### src/rtl/pe_id_scan_loader_pkg.sv
// Shared types for the PE ID scan loader: FSM states, table selects,
// and helpers for the derived widths (NUM_PE, IDW).
package pe_scan_pkg;

    typedef enum logic [2:0] {
        S_IDLE    = 3'd0,
        S_SHIFT_X = 3'd1,
        S_SHIFT_Y = 3'd2,
        S_LOAD_LN = 3'd3,
        S_DONE    = 3'd4
    } scan_state_e;

    localparam logic [2:0] TBL_IFMAP_X  = 3'd0;
    localparam logic [2:0] TBL_FILTER_X = 3'd1;
    localparam logic [2:0] TBL_IPSUM_X  = 3'd2;
    localparam logic [2:0] TBL_OPSUM_X  = 3'd3;
    localparam logic [2:0] TBL_IFMAP_Y  = 3'd4;
    localparam logic [2:0] TBL_FILTER_Y = 3'd5;
    localparam logic [2:0] TBL_IPSUM_Y  = 3'd6;
    localparam logic [2:0] TBL_OPSUM_Y  = 3'd7;

    function automatic int num_pe(input int rows, input int cols);
        return rows * cols;
    endfunction

    function automatic int idw(input int xb, input int yb);
        return (xb > yb) ? xb : yb;
    endfunction

endpackage

### src/rtl/pe_id_scan_loader_if.sv
// Table-write port (driven by master) and scan-chain outputs (driven by slave).
// slave = loader, master = software/testbench side.
interface pe_id_scan_loader_if
    import pe_scan_pkg::*;
#(
    parameter int NUMS_PE_ROW = 6,
    parameter int NUMS_PE_COL = 8,
    parameter int XID_BITS    = 4,
    parameter int YID_BITS    = 3
);
    localparam int NUM_PE = num_pe(NUMS_PE_ROW, NUMS_PE_COL);
    localparam int IDX_W  = $clog2(NUM_PE);
    localparam int IDW    = idw(XID_BITS, YID_BITS);

    logic                   tbl_we;
    logic [2:0]             tbl_sel;
    logic [IDX_W-1:0]       tbl_addr;
    logic [IDW-1:0]         tbl_wdata;

    logic                   set_XID;
    logic [XID_BITS-1:0]    ifmap_XID_scan_in;
    logic [XID_BITS-1:0]    filter_XID_scan_in;
    logic [XID_BITS-1:0]    ipsum_XID_scan_in;
    logic [XID_BITS-1:0]    opsum_XID_scan_in;
    logic                   set_YID;
    logic [YID_BITS-1:0]    ifmap_YID_scan_in;
    logic [YID_BITS-1:0]    filter_YID_scan_in;
    logic [YID_BITS-1:0]    ipsum_YID_scan_in;
    logic [YID_BITS-1:0]    opsum_YID_scan_in;
    logic                   set_LN;
    logic [NUMS_PE_ROW-2:0] LN_config_in;

    modport slave (
        input  tbl_we, tbl_sel, tbl_addr, tbl_wdata,
        output set_XID, ifmap_XID_scan_in, filter_XID_scan_in,
        output ipsum_XID_scan_in, opsum_XID_scan_in,
        output set_YID, ifmap_YID_scan_in, filter_YID_scan_in,
        output ipsum_YID_scan_in, opsum_YID_scan_in,
        output set_LN, LN_config_in
    );

    modport master (
        output tbl_we, tbl_sel, tbl_addr, tbl_wdata,
        input  set_XID, ifmap_XID_scan_in, filter_XID_scan_in,
        input  ipsum_XID_scan_in, opsum_XID_scan_in,
        input  set_YID, ifmap_YID_scan_in, filter_YID_scan_in,
        input  ipsum_YID_scan_in, opsum_YID_scan_in,
        input  set_LN, LN_config_in
    );

endinterface

### src/rtl/pe_id_table.sv
// Four-channel DEPTH x W register file: one write port (channel+addr),
// four parallel reads at one address. Out-of-range addresses write nothing, read 0.
module pe_id_table #(
    parameter int DEPTH = 48,
    parameter int W     = 4,
    parameter int AW    = 6
) (
    input  logic          clk,
    input  logic          rst,
    input  logic          we,
    input  logic [1:0]    wch,
    input  logic [AW-1:0] waddr,
    input  logic [W-1:0]  wdata,
    input  logic [AW-1:0] raddr,
    output logic [W-1:0]  rdata [4]
);
    localparam int LAW = (DEPTH > 1) ? $clog2(DEPTH) : 1;
    localparam logic [AW:0] DEP = (AW+1)'(DEPTH);

    logic [W-1:0]   r_mem [4][DEPTH];
    logic [LAW-1:0] w_wa;
    logic [LAW-1:0] w_ra;
    logic           w_wok;
    logic           w_rok;

    assign w_wa  = waddr[LAW-1:0];
    assign w_ra  = raddr[LAW-1:0];
    assign w_wok = we && ({1'b0, waddr} < DEP);
    assign w_rok = {1'b0, raddr} < DEP;

    always_ff @(posedge clk or negedge rst) begin
        if (!rst) begin
            for (int c = 0; c < 4; c++)
                for (int i = 0; i < DEPTH; i++)
                    r_mem[c][i] <= '0;
        end else if (w_wok) begin
            r_mem[wch][w_wa] <= wdata;
        end
    end

    always_comb begin
        for (int c = 0; c < 4; c++)
            rdata[c] = w_rok ? r_mem[c][w_ra] : '0;
    end

endmodule

### src/rtl/pe_id_scan_loader.sv
// Shifts XID/YID tables into the PE array scan chains, loads LN, pulses done.
// Ports: clk, rst (async active-low), start, cfg_hold, busy, done, ln_cfg,
// bus (tables in / scan out). ID_SCAN_CHECKSUM_EN adds scan_checksum[15:0].
module pe_id_scan_loader
    import pe_scan_pkg::*;
#(
    parameter int NUMS_PE_ROW = 6,
    parameter int NUMS_PE_COL = 8,
    parameter int XID_BITS    = 4,
    parameter int YID_BITS    = 3
) (
    input  logic                   clk,
    input  logic                   rst,
    input  logic                   start,
    input  logic                   cfg_hold,
    output logic                   busy,
    output logic                   done,
    input  logic [NUMS_PE_ROW-2:0] ln_cfg,
`ifdef ID_SCAN_CHECKSUM_EN
    output logic [15:0]            scan_checksum,
`endif
    pe_id_scan_loader_if.slave     bus
);
    localparam int NUM_PE = num_pe(NUMS_PE_ROW, NUMS_PE_COL);
    localparam int IDX_W  = $clog2(NUM_PE);
    localparam int IDW    = idw(XID_BITS, YID_BITS);
    localparam logic [IDX_W-1:0] X_LAST = IDX_W'(NUM_PE - 1);
    localparam logic [IDX_W-1:0] Y_LAST = IDX_W'(NUMS_PE_ROW - 1);

    scan_state_e            r_state;
    logic [IDX_W-1:0]       r_cnt;
    logic [NUMS_PE_ROW-2:0] r_ln;
    logic [NUMS_PE_ROW-2:0] r_ln_o;
    logic                   r_busy;
    logic                   r_done;
    logic                   r_set_x;
    logic                   r_set_y;
    logic                   r_set_ln;
    logic [XID_BITS-1:0]    r_x [4];
    logic [YID_BITS-1:0]    r_y [4];
    logic [XID_BITS-1:0]    w_xr [4];
    logic [YID_BITS-1:0]    w_yr [4];
    logic                   w_open;
    logic                   w_we_x;
    logic                   w_we_y;
    logic                   w_hold;
    logic [IDW-1:0]         w_wd;

    // the busy flag also covers the done cycle, so a start/write seen
    // alongside done is dropped too
    assign w_open = (r_state == S_IDLE) && !r_busy;
    assign w_we_x = bus.tbl_we && w_open && (bus.tbl_sel < TBL_IFMAP_Y);
    assign w_we_y = bus.tbl_we && w_open && (bus.tbl_sel >= TBL_IFMAP_Y);
    assign w_wd   = bus.tbl_wdata;
    assign w_hold = cfg_hold && (r_state inside {S_SHIFT_X, S_SHIFT_Y, S_LOAD_LN});

    pe_id_table #(.DEPTH(NUM_PE), .W(XID_BITS), .AW(IDX_W)) u_xtbl (
        .clk   (clk),
        .rst   (rst),
        .we    (w_we_x),
        .wch   (bus.tbl_sel[1:0]),
        .waddr (bus.tbl_addr),
        .wdata (w_wd[XID_BITS-1:0]),
        .raddr (r_cnt),
        .rdata (w_xr)
    );

    pe_id_table #(.DEPTH(NUMS_PE_ROW), .W(YID_BITS), .AW(IDX_W)) u_ytbl (
        .clk   (clk),
        .rst   (rst),
        .we    (w_we_y),
        .wch   (bus.tbl_sel[1:0]),
        .waddr (bus.tbl_addr),
        .wdata (w_wd[YID_BITS-1:0]),
        .raddr (r_cnt),
        .rdata (w_yr)
    );

    always_ff @(posedge clk or negedge rst) begin
        if (!rst) begin
            r_state  <= S_IDLE;
            r_cnt    <= '0;
            r_ln     <= '0;
            r_ln_o   <= '0;
            r_busy   <= 1'b0;
            r_done   <= 1'b0;
            r_set_x  <= 1'b0;
            r_set_y  <= 1'b0;
            r_set_ln <= 1'b0;
            for (int c = 0; c < 4; c++) begin
                r_x[c] <= '0;
                r_y[c] <= '0;
            end
        end else begin
            r_set_x  <= 1'b0;
            r_set_y  <= 1'b0;
            r_set_ln <= 1'b0;
            r_done   <= 1'b0;
            r_ln_o   <= '0;
            r_busy   <= (r_state != S_IDLE);
            if (!w_hold) begin
                for (int c = 0; c < 4; c++) begin
                    r_x[c] <= '0;
                    r_y[c] <= '0;
                end
            end
            unique case (r_state)
                S_IDLE: begin
                    if (start && w_open) begin
                        r_state <= S_SHIFT_X;
                        r_cnt   <= X_LAST;
                        r_ln    <= ln_cfg;
                    end
                end
                S_SHIFT_X: begin
                    if (!cfg_hold) begin
                        r_set_x <= 1'b1;
                        r_x     <= w_xr;
                        if (r_cnt == '0) begin
                            r_state <= S_SHIFT_Y;
                            r_cnt   <= Y_LAST;
                        end else begin
                            r_cnt <= r_cnt - 1'b1;
                        end
                    end
                end
                S_SHIFT_Y: begin
                    if (!cfg_hold) begin
                        r_set_y <= 1'b1;
                        r_y     <= w_yr;
                        if (r_cnt == '0) r_state <= S_LOAD_LN;
                        else r_cnt <= r_cnt - 1'b1;
                    end
                end
                S_LOAD_LN: begin
                    if (!cfg_hold) begin
                        r_set_ln <= 1'b1;
                        r_ln_o   <= r_ln;
                        r_state  <= S_DONE;
                    end
                end
                S_DONE: begin
                    r_done  <= 1'b1;
                    r_state <= S_IDLE;
                end
                default: r_state <= S_IDLE;
            endcase
        end
    end

`ifdef ID_SCAN_CHECKSUM_EN
    logic [15:0] r_sum;
    logic [15:0] w_add;

    always_comb begin
        w_add = '0;
        for (int c = 0; c < 4; c++) begin
            if (r_state == S_SHIFT_X) w_add = w_add + 16'(w_xr[c]);
            else w_add = w_add + 16'(w_yr[c]);
        end
    end

    always_ff @(posedge clk or negedge rst) begin
        if (!rst) begin
            r_sum <= '0;
        end else if (r_state == S_IDLE) begin
            if (start && w_open) r_sum <= '0;
        end else if (!cfg_hold &&
                     (r_state inside {S_SHIFT_X, S_SHIFT_Y})) begin
            r_sum <= r_sum + w_add;
        end
    end

    assign scan_checksum = r_sum;
`endif

    assign busy                   = r_busy;
    assign done                   = r_done;
    assign bus.set_XID            = r_set_x;
    assign bus.ifmap_XID_scan_in  = r_x[0];
    assign bus.filter_XID_scan_in = r_x[1];
    assign bus.ipsum_XID_scan_in  = r_x[2];
    assign bus.opsum_XID_scan_in  = r_x[3];
    assign bus.set_YID            = r_set_y;
    assign bus.ifmap_YID_scan_in  = r_y[0];
    assign bus.filter_YID_scan_in = r_y[1];
    assign bus.ipsum_YID_scan_in  = r_y[2];
    assign bus.opsum_YID_scan_in  = r_y[3];
    assign bus.set_LN             = r_set_ln;
    assign bus.LN_config_in       = r_ln_o;

endmodule
### src/flat_wrapper.sv
// flat-port wrapper written by rule: the top's interface ports become plain ports
module pe_id_scan_loader_flat import pe_scan_pkg::*;
#(
    parameter int NUMS_PE_ROW = 6,
    parameter int NUMS_PE_COL = 8,
    parameter int XID_BITS    = 4,
    parameter int YID_BITS    = 3
)
  (clk, rst, start, cfg_hold, busy, done, ln_cfg, bus_tbl_we, bus_tbl_sel, bus_tbl_addr, bus_tbl_wdata, bus_set_XID, bus_ifmap_XID_scan_in, bus_filter_XID_scan_in, bus_ipsum_XID_scan_in, bus_opsum_XID_scan_in, bus_set_YID, bus_ifmap_YID_scan_in, bus_filter_YID_scan_in, bus_ipsum_YID_scan_in, bus_opsum_YID_scan_in, bus_set_LN, bus_LN_config_in);
  pe_id_scan_loader_if #(.NUMS_PE_ROW(NUMS_PE_ROW), .NUMS_PE_COL(NUMS_PE_COL), .XID_BITS(XID_BITS), .YID_BITS(YID_BITS)) bus_i ();
  input  logic clk;
  input  logic rst;
  input  logic start;
  input  logic cfg_hold;
  output logic busy;
  output logic done;
  input  logic [NUMS_PE_ROW-2:0] ln_cfg;
  input wire logic [$bits(bus_i.tbl_we)-1:0] bus_tbl_we;
  input wire logic [$bits(bus_i.tbl_sel)-1:0] bus_tbl_sel;
  input wire logic [$bits(bus_i.tbl_addr)-1:0] bus_tbl_addr;
  input wire logic [$bits(bus_i.tbl_wdata)-1:0] bus_tbl_wdata;
  output wire logic [$bits(bus_i.set_XID)-1:0] bus_set_XID;
  output wire logic [$bits(bus_i.ifmap_XID_scan_in)-1:0] bus_ifmap_XID_scan_in;
  output wire logic [$bits(bus_i.filter_XID_scan_in)-1:0] bus_filter_XID_scan_in;
  output wire logic [$bits(bus_i.ipsum_XID_scan_in)-1:0] bus_ipsum_XID_scan_in;
  output wire logic [$bits(bus_i.opsum_XID_scan_in)-1:0] bus_opsum_XID_scan_in;
  output wire logic [$bits(bus_i.set_YID)-1:0] bus_set_YID;
  output wire logic [$bits(bus_i.ifmap_YID_scan_in)-1:0] bus_ifmap_YID_scan_in;
  output wire logic [$bits(bus_i.filter_YID_scan_in)-1:0] bus_filter_YID_scan_in;
  output wire logic [$bits(bus_i.ipsum_YID_scan_in)-1:0] bus_ipsum_YID_scan_in;
  output wire logic [$bits(bus_i.opsum_YID_scan_in)-1:0] bus_opsum_YID_scan_in;
  output wire logic [$bits(bus_i.set_LN)-1:0] bus_set_LN;
  output wire logic [$bits(bus_i.LN_config_in)-1:0] bus_LN_config_in;
  assign bus_i.tbl_we = bus_tbl_we;
  assign bus_i.tbl_sel = bus_tbl_sel;
  assign bus_i.tbl_addr = bus_tbl_addr;
  assign bus_i.tbl_wdata = bus_tbl_wdata;
  assign bus_set_XID = bus_i.set_XID;
  assign bus_ifmap_XID_scan_in = bus_i.ifmap_XID_scan_in;
  assign bus_filter_XID_scan_in = bus_i.filter_XID_scan_in;
  assign bus_ipsum_XID_scan_in = bus_i.ipsum_XID_scan_in;
  assign bus_opsum_XID_scan_in = bus_i.opsum_XID_scan_in;
  assign bus_set_YID = bus_i.set_YID;
  assign bus_ifmap_YID_scan_in = bus_i.ifmap_YID_scan_in;
  assign bus_filter_YID_scan_in = bus_i.filter_YID_scan_in;
  assign bus_ipsum_YID_scan_in = bus_i.ipsum_YID_scan_in;
  assign bus_opsum_YID_scan_in = bus_i.opsum_YID_scan_in;
  assign bus_set_LN = bus_i.set_LN;
  assign bus_LN_config_in = bus_i.LN_config_in;
  pe_id_scan_loader #(.NUMS_PE_ROW(NUMS_PE_ROW), .NUMS_PE_COL(NUMS_PE_COL), .XID_BITS(XID_BITS), .YID_BITS(YID_BITS)) u_core (.clk(clk), .rst(rst), .start(start), .cfg_hold(cfg_hold), .busy(busy), .done(done), .ln_cfg(ln_cfg), .bus(bus_i));
endmodule
### config.mk
export PLATFORM = sky130hd
export DESIGN_NAME = pe_id_scan_loader_flat
export DESIGN_NICKNAME = d
export VERILOG_FILES = /design/src/rtl/pe_id_scan_loader_pkg.sv /design/src/rtl/pe_id_scan_loader_if.sv /design/src/rtl/pe_id_table.sv /design/src/rtl/pe_id_scan_loader.sv /design/src/flat_wrapper.sv
export SDC_FILE = /design/constraint.sdc
export NUM_CORES = 2
export LEC_CHECK = 0
export CORE_MARGIN = 3
export CORE_UTILIZATION = 60
export CTS_BUF_LIST = sky130_fd_sc_hd__clkbuf_8
export DETAILED_ROUTE_END_ITERATION = 16
export GPL_TIMING_DRIVEN = 1
export PLACE_DENSITY = 0.75
export SYNTH_ARGS = -nofsm -noshare
export SYNTH_HDL_FRONTEND = slang
export SYNTH_SLANG_ARGS = --single-unit
### constraint.sdc
create_clock -name clk -period 3 [get_ports clk]
set_input_delay 0.3 -clock clk [delete_from_list [all_inputs] [get_ports clk]]
set_output_delay 0.3 -clock clk [all_outputs]
set_load 0.02 [all_outputs]
==> impl_metrics.yaml <==
status:
  status: "finished, final reports clean"
routing:
  via_per_inst: 6.37
  wl_per_cell_um: 27.0
  drcViolationCount: 0
  wl_mm: 109
  drt_first_pass_iters: 5
  drtAntennaViolNets: 0
  num_vias: 25700
  first_iter_violations: 1970
global_route:
  grt_pass1_vias: 27400
  grt_usage_pct: 30.5
  antenna_found_initial: 10
  grt_overflow: 0
  grt_pass1_wl_mm: 168
  grt_max_degree: 88
yosys:
  synthSimpleGateAreaFrac_pct: 5.68
  yosysSeqAreaShare_pct: 53.7
  yosys.area_share.xor_xnor_pct: 0
  synth_nets: 2873
  synth_edf_count: 0
  netlist_area_um2: 41600
  synthAdderAreaFrac_pct: 0.0301
  avgSynthCellArea_um2: 14.6
  synth_warnings: 0
  synth-main-ff-cell: "dfrtp_1"
  synthMuxAreaShare_pct: 35.6
  synth_compound_area_share_pct: 2.73
  netlist_instances: 2849
  synth_top_family_by_area: "multiplexers"
  ys_ff_latch: 892
  yosys.cell_types.count: 58
  async_flop_share_pct: 100
setup_path:
  crit_fanout: 11
  critPathKind: "flip-flop to flip-flop"
  cp.arrival_ns: 3.52
  cp-start-kind: "flip-flop"
  critPathRequiredTime_ns: 3.68
  endpoint_kind: "flip-flop"
run:
  cap_violations: 0
sta:
  finalWorstSetupSlack_ns: 0.152
  skew_ns: 0.0385
  finalCriticalPeriod_ns: 2.85
  fin_tns_setup_ns: 0
  hold_viol: 0
  max_freq_mhz: 351
  fin_crit_sh_pct: 94.9
  worst_pin_slew_ns: 1.15
  setup_viol: 0
  holdWs_ns: 0.0882
  rsz0062_at_grt: "false"
  slew_viol_final: 0
  max_slew_margin_pct: 22.7
finish:
  ff_latch_area_um2: 22300
  design_area_um2: 46900
  num-fill-cells: 4596
  drive_gt1_share_pct: 48.0
  nets: 3034
  multi_input_area_um2: 18300
  synthToLayoutAreaGrowth_pct: 12.6
clocking:
  cts.sinks: 892
  clk_pin_slew_worst_paths_ns: 0.06
  numCtsBuffers: 147
  htree_levels: 4
  clkLatencyLatePin_ns: 0.82
  cts.path.max_buffers: 3
  cts_tree: "done"
  root_buffer: "clkbuf_8"
die:
  die_x_um: 269
  fp.dieArea_um2: 72500
  die_h_um: 269
  start_util_pct: 61.3
  num_rows: 95
  num_io_pins: 61
  core_um2: 67900
pwr:
  p_leak_nw: 22.5
  ir_drop_mv: 0.500
  finalPower_w: 0.0292
  p_per_area_nw_per_um2: 624
placement:
  hpwlAfterDp_mm: 75.0
  dpl-instance-area_um2: 44000
  place_ws_ns: 0.137
  gp_congestion: 0.883
  io_buffers: 60
min_path:
  hp-class: "input pin to asynchronous set/reset pin"
-- cell usage in the layout (no fill, tap or decap), types with 7 or more instances in the layout --
cell / synthesis / routed
nor2_2: 21 / 22
inv_1: 7 / 52
o2111ai_1: 15 / 15
and2_1: 13 / 13
o211ai_1: 27 / 27
buf_12: 0 / 27
mux4_2: 188 / 188
nor3_1: 15 / 15
nand2_1: 130 / 130
o21ai_0: 20 / 20
mux2_2: 851 / 851
clkdlybuf4s50_1: 0 / 55
o211a_1: 12 / 12
a22oi_1: 44 / 44
nor2_4: 39 / 39
buf_4: 17 / 130
nand3_1: 18 / 18
nor2b_1: 10 / 9
dfrtp_1: 892 / 889
a21oi_1: 21 / 21
mux2i_1: 101 / 101
clkbuf_8: 0 / 183
nand2b_1: 8 / 8
nand4_1: 7 / 7
clkinv_2: 0 / 10
nor2_1: 144 / 143
-- worst max-delay path, stage by stage (launching register included) --
cell,delay (ns)
dfrtp_1,0.47
nor4_4,0.48
and3_1,0.24
buf_4,0.21
nand3_1,0.45
nor2_1,0.49
mux2_2,0.39
-- path summary, 6_finish.rpt --
check,from,endpoint,slack (ns),depth (start not counted)
max in group asynchronous,rst,u_core.u_ytbl.r_mem[9],1.79,3
max reg2reg,u_core.r_state[1],u_core.u_xtbl.r_mem[603],0.15,6
max,u_core.r_state[1],u_core.u_xtbl.r_mem[603],0.15,6
min reg2reg,u_core.r_ln[4],u_core.bus.LN_config_in[4],0.48,1
min,rst,u_core.bus.filter_YID_scan_in[1],0.09,2
min in group clk,bus_tbl_wdata[1],u_core.u_xtbl.r_mem[181],0.11,2
-- stage by stage --
stage               util (%)  cells
floorplan                  -   2849
global placement        64.8   3781
detailed placement      64.8   3781
CTS                     69.0   4031
global route            69.0   4036
finish                  69.0   4037
-- repair_timing --
action / in CTS / in global routing
resized for setup: 0 / 1
hold endpoints to repair: 51 / 0
endpoints found under the setup margin: 0 / 2
hold buffers: 1 / 0
setup buffers: 0 / 0
-- cells in the mapped netlist (all sizes together) (3+ instances only) --
master / number / area share, %
nand2b: 8 / 0.12
mux2: 851 / 23
and2: 13 / 0.20
o211ai: 27 / 0.49
o21ai: 20 / 0.24
clkbuf: 152 / 1.4
o2111ai: 15 / 0.32
a21oi: 21 / 0.25
mux4: 188 / 10
or2: 5 / 0.075
inv: 9 / 0.081
o211a: 12 / 0.29
nand3: 22 / 0.33
a21boi: 3 / 0.054
dfrtp: 892 / 54
nand4: 7 / 0.11
and3: 6 / 0.090
o22ai: 3 / 0.045
o2bb2ai: 3 / 0.063
mux2i: 101 / 2.4
nor3b: 5 / 0.10
nor4: 5 / 0.14
nor3: 19 / 0.28
nor2b: 10 / 0.15
a22oi: 44 / 0.79
buf: 53 / 0.79
or3b: 3 / 0.063
nand2: 132 / 1.2
nor2: 204 / 2.7
-- cell type report --
| type | count | area share (%) |
|---|---|---|
| clock buffer | 183 | 5.38 |
| tap | 921 | 2.46 |
| antenna | 6 | 0.0320 |
| clock inverter | 66 | 0.705 |
| multi-input combinational | 1743 | 39.2 |
| sequential | 892 | 47.7 |
| inverter | 9 | 0.0721 |
| timing repair buffer | 217 | 4.54 |
-- layer usage --
metal | wire, um | track usage [%] | vias to the layer above | part of all wire, %
met4 | 4520 | 13.7 | 8 | 4.2
met1 | 44200 | 40.9 | 13700 | 41
li1 | - | - | 10800 | -
met3 | 7200 | 6.24 | 265 | 6.6
met2 | 52900 | 48.9 | 934 | 49
met5 | 55 | 0 | - | 0.051
-- registers in the layout, indices dropped and copies added, names as in the netlist --
signal / cells
u_core.bus.opsum_XID_scan_in: 4
u_core.u_ytbl.r_mem: 72
u_core.bus.filter_XID_scan_in: 4
u_core.bus.ifmap_YID_scan_in: 3
u_core.busy: 1
u_core.u_xtbl.r_mem: 768
u_core.bus.set_YID: 1
u_core.bus.ifmap_XID_scan_in: 4
u_core.bus.ipsum_XID_scan_in: 4
u_core.bus.set_XID: 1
u_core.r_state: 3
u_core.r_ln: 5
u_core.r_cnt: 6
u_core.bus.opsum_YID_scan_in: 3
u_core.bus.filter_YID_scan_in: 3
u_core.bus.LN_config_in: 5
u_core.bus.ipsum_YID_scan_in: 3
u_core.bus.set_LN: 1
u_core.done: 1
-- kinds of logic after synthesis --
family / after synthesis
compound gates: 156
fa+ha+maj: 1
buf+inv: 214
flops: 892
mux: 1140
simple gates: 446
-- power by group --
part           internal [W]  switching, W
Clock               0.00555       0.00483
Sequential           0.0123      0.000431
Combinational       0.00253       0.00363
Total                0.0203       0.00889
Power figures use the tool's default switching activity.
